$ cat src/rtl/fetch_addr_sequencer_if.sv
// Instruction memory bus between the fetch address sequencer and the memory.
//   req    : request, held with addr until gnt (master -> slave)
//   addr   : word-aligned fetch address          (master -> slave)
//   gnt    : request accepted this cycle         (slave -> master)
//   rvalid : response data valid, in order       (slave -> master)
//   rdata  : response word                       (slave -> master)
interface fetch_addr_sequencer_if #(
  parameter int ADDR_W = 32
) ();
  logic              req;
  logic [ADDR_W-1:0] addr;
  logic              gnt;
  logic              rvalid;
  logic [31:0]       rdata;

  modport master (output req, output addr, input gnt, input rvalid, input rdata);
  modport slave  (input req, input addr, output gnt, output rvalid, output rdata);
endinterface

$ cat src/rtl/fetch_addr_sequencer.sv
// Fetch address sequencer: produces the instruction fetch address stream,
// drives the instruction bus, buffers returned words for decode, applies
// redirects and drops responses that belong to the pre-redirect stream.
// Ports:
//   clk_i, rst_ni        clock, asynchronous active-low reset
//   req_i                fetch enable
//   redirect_i           one-cycle redirect strobe, target on redirect_addr_i
//   instr                instruction bus (master side)
//   fetch_valid_o/ready  word handshake towards decode
//   fetch_rdata_o        buffered word
//   fetch_addr_o         PC of first useful parcel of the word
//   protocol_err_o       sticky: response seen with nothing outstanding
module fetch_addr_sequencer #(
  parameter int                ADDR_W        = 32,
  parameter logic [ADDR_W-1:0] BOOT_ADDR     = 32'h0000_0080,
  parameter int                DEPTH         = 2,
  parameter bit                COMPRESSED_EN = 1'b1
) (
  input  logic                  clk_i,
  input  logic                  rst_ni,
  input  logic                  req_i,
  input  logic                  redirect_i,
  input  logic [ADDR_W-1:0]     redirect_addr_i,
  fetch_addr_sequencer_if.master instr,
  output logic                  fetch_valid_o,
  input  logic                  fetch_ready_i,
  output logic [31:0]           fetch_rdata_o,
  output logic [ADDR_W-1:0]     fetch_addr_o,
  output logic                  protocol_err_o
);

  localparam int CNT_W = $clog2(DEPTH + 1);
  localparam int PTR_W = (DEPTH > 1) ? $clog2(DEPTH) : 1;

  typedef enum logic {IDLE, RUN} state_e;

  function automatic logic [ADDR_W-1:0] word_of(input logic [ADDR_W-1:0] a);
    return {a[ADDR_W-1:2], 2'b00};
  endfunction

  function automatic logic [ADDR_W-1:0] pc_of(input logic [ADDR_W-1:0] a);
    if (COMPRESSED_EN) return {a[ADDR_W-1:1], 1'b0};
    return word_of(a);
  endfunction

  function automatic logic [PTR_W-1:0] ptr_inc(input logic [PTR_W-1:0] p);
    return (p == PTR_W'(DEPTH - 1)) ? '0 : p + PTR_W'(1);
  endfunction

  state_e             state_q, state_n;
  logic               req_q, req_n;
  logic [ADDR_W-1:0]  req_addr_q, req_addr_n;
  logic [ADDR_W-1:0]  fetch_addr_q, fetch_addr_n;
  logic [ADDR_W-1:0]  next_pc_q, next_pc_n;
  logic [CNT_W-1:0]   out_q, out_n;
  logic [CNT_W-1:0]   discard_q, discard_n;
  logic [CNT_W-1:0]   cnt_q, cnt_n;
  logic [PTR_W-1:0]   rd_ptr_q, rd_ptr_n;
  logic [PTR_W-1:0]   wr_ptr_q, wr_ptr_n;
  logic               err_q, err_n;

  logic [31:0]        data_mem [DEPTH];
  logic [ADDR_W-1:0]  pc_mem   [DEPTH];

  logic               granted, rvalid_ok, drop, push, pop, hold, issue, credit;
  logic [ADDR_W-1:0]  target_word;
  logic [CNT_W:0]     total_n;

  // Next-state computation. A request waiting for its grant (hold) is never
  // retracted or re-addressed; a redirect only retargets the following one.
  always_comb begin
    granted     = req_q & instr.gnt;
    rvalid_ok   = instr.rvalid & (out_q != '0);
    drop        = rvalid_ok & (discard_q != '0);
    push        = rvalid_ok & ~drop & ~redirect_i;
    pop         = (cnt_q != '0) & fetch_ready_i & ~redirect_i;
    hold        = req_q & ~instr.gnt;
    target_word = redirect_i ? word_of(redirect_addr_i) : fetch_addr_q;

    out_n = out_q;
    if (granted && !rvalid_ok)      out_n = out_q + CNT_W'(1);
    else if (!granted && rvalid_ok) out_n = out_q - CNT_W'(1);

    cnt_n = cnt_q;
    if (redirect_i)         cnt_n = '0;
    else if (push && !pop)  cnt_n = cnt_q + CNT_W'(1);
    else if (!push && pop)  cnt_n = cnt_q - CNT_W'(1);

    // Everything still in flight at a redirect is stale, including a
    // request that has not been granted yet.
    discard_n = drop ? discard_q - CNT_W'(1) : discard_q;
    if (redirect_i) discard_n = out_n + CNT_W'(hold);

    state_n = state_q;
    case (state_q)
      IDLE: if (req_i) state_n = RUN;
      RUN:  if (!req_i && !hold) state_n = IDLE;
      default: state_n = IDLE;
    endcase

    // Credit covers words in flight plus words buffered, so a granted
    // request always has a FIFO slot waiting for its response.
    total_n = {1'b0, out_n} + {1'b0, cnt_n};
    credit  = total_n < (CNT_W + 1)'(DEPTH);
    issue   = ~hold & (state_n == RUN) & req_i & credit;

    req_n        = hold | issue;
    req_addr_n   = issue ? target_word : req_addr_q;
    fetch_addr_n = issue ? target_word + ADDR_W'(4) : target_word;

    next_pc_n = next_pc_q;
    if (redirect_i) next_pc_n = pc_of(redirect_addr_i);
    else if (push)  next_pc_n = word_of(next_pc_q) + ADDR_W'(4);

    rd_ptr_n = redirect_i ? '0 : (pop  ? ptr_inc(rd_ptr_q) : rd_ptr_q);
    wr_ptr_n = redirect_i ? '0 : (push ? ptr_inc(wr_ptr_q) : wr_ptr_q);

    err_n = err_q | (instr.rvalid & (out_q == '0));
  end

  // Control state and all registered outputs.
  always_ff @(posedge clk_i or negedge rst_ni) begin
    if (!rst_ni) begin
      state_q      <= IDLE;
      req_q        <= 1'b0;
      req_addr_q   <= word_of(BOOT_ADDR);
      fetch_addr_q <= word_of(BOOT_ADDR);
      next_pc_q    <= pc_of(BOOT_ADDR);
      out_q        <= '0;
      discard_q    <= '0;
      cnt_q        <= '0;
      rd_ptr_q     <= '0;
      wr_ptr_q     <= '0;
      err_q        <= 1'b0;
    end else begin
      state_q      <= state_n;
      req_q        <= req_n;
      req_addr_q   <= req_addr_n;
      fetch_addr_q <= fetch_addr_n;
      next_pc_q    <= next_pc_n;
      out_q        <= out_n;
      discard_q    <= discard_n;
      cnt_q        <= cnt_n;
      rd_ptr_q     <= rd_ptr_n;
      wr_ptr_q     <= wr_ptr_n;
      err_q        <= err_n;
    end
  end

  // Word buffer storage; occupancy is tracked by cnt_q so no reset needed.
  always_ff @(posedge clk_i) begin
    if (push) begin
      data_mem[wr_ptr_q] <= instr.rdata;
      pc_mem[wr_ptr_q]   <= next_pc_q;
    end
  end

  assign instr.req      = req_q;
  assign instr.addr     = req_addr_q;
  assign fetch_valid_o  = (cnt_q != '0);
  assign fetch_rdata_o  = data_mem[rd_ptr_q];
  assign fetch_addr_o   = (cnt_q != '0) ? pc_mem[rd_ptr_q] : next_pc_q;
  assign protocol_err_o = err_q;

endmodule
$ cat src/flat_wrapper.sv
// flat-port wrapper written by rule: the top's interface ports become plain ports
module fetch_addr_sequencer_flat 
#(
  parameter int                ADDR_W        = 32,
  parameter logic [ADDR_W-1:0] BOOT_ADDR     = 32'h0000_0080,
  parameter int                DEPTH         = 2,
  parameter bit                COMPRESSED_EN = 1'b1
)
  (clk_i, rst_ni, req_i, redirect_i, redirect_addr_i, fetch_valid_o, fetch_ready_i, fetch_rdata_o, fetch_addr_o, protocol_err_o, instr_req, instr_addr, instr_gnt, instr_rvalid, instr_rdata);
  fetch_addr_sequencer_if #(.ADDR_W(ADDR_W)) instr_i ();
  input  logic clk_i;
  input  logic rst_ni;
  input  logic req_i;
  input  logic redirect_i;
  input  logic [ADDR_W-1:0] redirect_addr_i;
  output logic fetch_valid_o;
  input  logic fetch_ready_i;
  output logic [31:0] fetch_rdata_o;
  output logic [ADDR_W-1:0] fetch_addr_o;
  output logic protocol_err_o;
  output wire logic [$bits(instr_i.req)-1:0] instr_req;
  output wire logic [$bits(instr_i.addr)-1:0] instr_addr;
  input wire logic [$bits(instr_i.gnt)-1:0] instr_gnt;
  input wire logic [$bits(instr_i.rvalid)-1:0] instr_rvalid;
  input wire logic [$bits(instr_i.rdata)-1:0] instr_rdata;
  assign instr_req = instr_i.req;
  assign instr_addr = instr_i.addr;
  assign instr_i.gnt = instr_gnt;
  assign instr_i.rvalid = instr_rvalid;
  assign instr_i.rdata = instr_rdata;
  fetch_addr_sequencer #(.ADDR_W(ADDR_W), .BOOT_ADDR(BOOT_ADDR), .DEPTH(DEPTH), .COMPRESSED_EN(COMPRESSED_EN)) u_core (.clk_i(clk_i), .rst_ni(rst_ni), .req_i(req_i), .redirect_i(redirect_i), .redirect_addr_i(redirect_addr_i), .instr(instr_i), .fetch_valid_o(fetch_valid_o), .fetch_ready_i(fetch_ready_i), .fetch_rdata_o(fetch_rdata_o), .fetch_addr_o(fetch_addr_o), .protocol_err_o(protocol_err_o));
endmodule
$ cat config.mk
export PLATFORM = sky130hd
export DESIGN_NAME = fetch_addr_sequencer_flat
export DESIGN_NICKNAME = d
export VERILOG_FILES = /design/src/rtl/fetch_addr_sequencer_if.sv /design/src/rtl/fetch_addr_sequencer.sv /design/src/flat_wrapper.sv
export SDC_FILE = /design/constraint.sdc
export NUM_CORES = 1
export LEC_CHECK = 0
export CORE_UTILIZATION = 30
export CTS_CLUSTER_SIZE = 14
export DETAILED_ROUTE_END_ITERATION = 10
export GPL_ROUTABILITY_DRIVEN = 1
export HOLD_SLACK_MARGIN = 0.02
export RECOVER_POWER = 50
export SYNTH_ARGS = -nofsm -noshare
export SYNTH_HDL_FRONTEND = slang
export SYNTH_SLANG_ARGS = --single-unit
$ cat constraint.sdc
create_clock -name clk_i -period 5.9 [get_ports clk_i]
set_clock_uncertainty 0.15 [all_clocks]
set_input_delay 1.77 -clock clk_i [delete_from_list [all_inputs] [get_ports clk_i]]
set_output_delay 1.77 -clock clk_i [all_outputs]
set_load 0.005 [all_outputs]
==> impl_metrics.tcl <==
set metrics [dict create \
    outcome "finished with violations" \
    violations "capacitance limit, slew limit" \
    hold_viol 0 \
    grt_first_pass_wirelength_um 39400 \
    yosysTopAreaCellShare_pct 36.7 \
    drv_cap 2 \
    ctsHoldBuffers 0 \
    drive_above_1_share_pct 10.6 \
    timing.final.crit_share_pct 86.0 \
    cts_made_buffers 25 \
    setup.worst_path.end_class "register" \
    synth_seq_cells 231 \
    initial_utilization_pct 30.6 \
    firstDrtPassIters 7 \
    h-tree-depth 1 \
    finalMaxSlewViolations 108 \
    critPathSlowestCell "clkbuf_1" \
    drtIter0Drc 461 \
    critical_path_arrival_ns 5.08 \
    reg2reg_depth 13 \
    netlist_top_cells_count "126 x edfxtp_1, 125 x nand2_1, 102 x dfrtp_1" \
    grt_antenna_before_repair 0 \
    core_area_um2 33700 \
    cp_max_fo 63 \
    critPathRequiredTime_ns 5.90 \
    syn_nets 925 \
    ir_worst_vdd_v 0.000211 \
    clk_latency_ns 0.53 \
    p_int_w 0.00378 \
    ys_seq_area_share_pct 62.3 \
    cts_setup_buffers 0 \
    p_per_area_nw_per_um2 402 \
    worstReg2RegEnd "u_core.fetch_addr_q[24]" \
    setup-tns-final_ns 0 \
    p_switching_w 0.00159 \
    drcViolationCount 0 \
    endpoint "u_core.data_mem[1][0]" \
    power_w 0.00537 \
    num_rows 67 \
    area_growth_pct 29.5 \
    syn_area_um2 10300 \
    first_global_vias 6750 \
    async_flop_share_pct 45.5 \
    syn_avg_cell_area_um2 12.2 \
    gr-usage-all-layers_pct 14.2 \
    ctsResizeCount 0 \
    ios 170 \
    dieArea_um2 35100 \
    synthDistinctLibCells 62 \
    vias_per_cell 4.66 \
    routed_wl_um 24900 \
    rrSetupSlack_ns 2.18 \
    path_class "in2reg" \
    cts_buffer_depth 3 \
    comb_power_share_pct 30.1 \
    route.vias.total 6902 \
    die_w_um 187 \
    synth_edf_count 126 \
    worst_pin_slew_ns 1.97 \
    fin_nets 1091 \
    slew_headroom_pct -31.4 \
    rsz0062_at_grt "false" \
    ys_warn_count 0 \
    synth.most_common_cell "edfxtp_1" \
    overflow 0 \
    setup_viol 0 \
    worstSetupStartpoint "redirect_i" \
    r2r-start "u_core.out_q[0]" \
    synth_top_area_cell "edfxtp_1" \
    max_stage_delay_ns 1.04 \
    switching_share_pct 29.7 \
    gp_congestion 0.805 \
    port_buffers 167 \
    dp_hpwl_um 17300 \
    synthTopCellsByArea "edfxtp_1 37%, dfrtp_1 25%, nand2_1 4.6%" \
    ant_nets 0 \
    max_freq_ghz 0.197 \
    wl_per_cell_um 16.8 \
    p_leak_nw 4.89 \
    synthFlopType "edfxtp_1" \
    cts_tree "built" \
    power_frac_seq_pct 39.6 \
    path_cells "clkbuf_1 -> buf_4 -> inv_1 -> clkbuf_1 -> and3_2 -> buf_4" \
    clk_pin_slew_worst_paths_ns 0.06 \
    startpoint_type "input port" \
    finalCriticalPeriod_ns 5.08 \
    cts-root-buf "clkbuf_16" \
    netlist_instances 847 \
    hp-class "reg2reg" \
    grt_max_degree 78 \
    p_clk_share_pct 30.3 \
    cts.sinks 231 \
    dieHeight_um 187 \
]
critical path, delay by kind of cell:
family	cells	cell delay, ns
buf+inv	5	2.86
simple gates	1	0.37
layer usage:
metal / up-vias / routed length [um] / track usage (%)
met2: 198 / 10400 / 20.4
met4: 0 / 357 / 2.71
met1: 3305 / 12600 / 21.7
li1: 3374 / - / -
met5: - / 0 / 0
met3: 25 / 1610 / 2.98
power by group through the flow:
| stage | Sequential [W] | Clock, W | Combinational [W] |
|---|---|---|---|
| 3_5_place_dp | 0.00216 | 0 | 0.00167 |
| 2_1_floorplan | 0.00210 | 0 | 0.000854 |
| 4_1_cts | 0.00213 | 0.00167 | 0.00169 |
| 3_3_place_gp | 0.00216 | 0 | 0.00165 |
| 5_1_grt | 0.00216 | 0.00174 | 0.00180 |
| 6_report | 0.00212 | 0.00163 | 0.00162 |
registers in the layout, summed over array words and instances, names as in the netlist:
| name | count |
|---|---|
| u_core.next_pc_q | 31 |
| u_core.rd_ptr_q | 1 |
| u_core.pc_mem | 62 |
| u_core.protocol_err_o | 1 |
| u_core.discard_q | 2 |
| u_core.data_mem | 64 |
| u_core.out_q | 2 |
| u_core.fetch_addr_q | 32 |
| u_core.instr.req | 1 |
| u_core.wr_ptr_q | 1 |
| u_core.cnt_q | 2 |
| u_core.instr.addr | 32 |
area by class of cell:
cell class / instances / area (um^2)
fill: 3209 / 20400
tap: 448 / 561
inverter: 20 / 75.1
clock buffer: 36 / 727
multi-input combinational: 552 / 3640
timing repair buffer: 183 / 1780
sequential: 231 / 6420
antenna: 1 / 2.50
clock inverter: 10 / 143
through the flow:
step	cells	cell area, um^2	setup WS, ns	util, %	hold slack (ns)
after floorplan	847	10300	0.162	-	0.301
after global placement	1434	12500	0.468	37.1	0.294
after detailed placement	1434	12500	0.559	37.1	0.295
after CTS	1480	13400	1.08	39.7	0.308
after global routing	1480	13300	0.562	39.6	0.315
final	1481	13300	0.825	39.6	0.299
layout by cell type (no fill, tap or decap), types with 9 or more instances in the layout:
| master | synthesis | final |
|---|---|---|
| buf_4 | 2 | 12 |
| clkdlybuf4s50_1 | 0 | 106 |
| a21boi_0 | 18 | 18 |
| edfxtp_1 | 126 | 126 |
| clkbuf_1 | 28 | 9 |
| mux2_2 | 36 | 36 |
| nand2_1 | 125 | 125 |
| nand3_1 | 24 | 24 |
| nor3_1 | 16 | 15 |
| xor2_1 | 19 | 19 |
| o21ai_1 | 12 | 10 |
| clkbuf_16 | 0 | 25 |
| dfrtp_1 | 102 | 101 |
| nand4_1 | 11 | 11 |
| xnor2_1 | 51 | 51 |
| mux2i_1 | 42 | 42 |
| o21ai_0 | 79 | 81 |
| nor2_1 | 25 | 25 |
| nor4_1 | 11 | 11 |
| inv_1 | 20 | 20 |
| dlygate4sd3_1 | 0 | 59 |
kinds of logic (layout without fill, tap and decap cells):
kind of cell	count (synthesis)	count (layout)	share of synthesized area [%]
and+or+nand+nor	260	260	12.6
DFF	231	231	62.3
AOI/OAI and AO/OA	136	136	7.70
muxes	78	78	8.01
xor gates and xnor gates	70	70	5.95
buffers and inverters	64	249	2.54
adders and majority gates	7	7	0.923
other	1	2	0.0364
worst min-delay path by stage:
stage / startpoint / to / slack (ns) / cells past startpoint
final: u_core.protocol_err_o / u_core.protocol_err_o / 0.30 / 1
after global routing: u_core.protocol_err_o / u_core.protocol_err_o / 0.32 / 1
after CTS: u_core.protocol_err_o / u_core.protocol_err_o / 0.31 / 1
after detailed placement: u_core.protocol_err_o / u_core.protocol_err_o / 0.29 / 1
after global placement: u_core.protocol_err_o / u_core.protocol_err_o / 0.29 / 1
after floorplan: u_core.protocol_err_o / u_core.protocol_err_o / 0.30 / 1
Note: power is estimated with default switching activity, not from simulation.
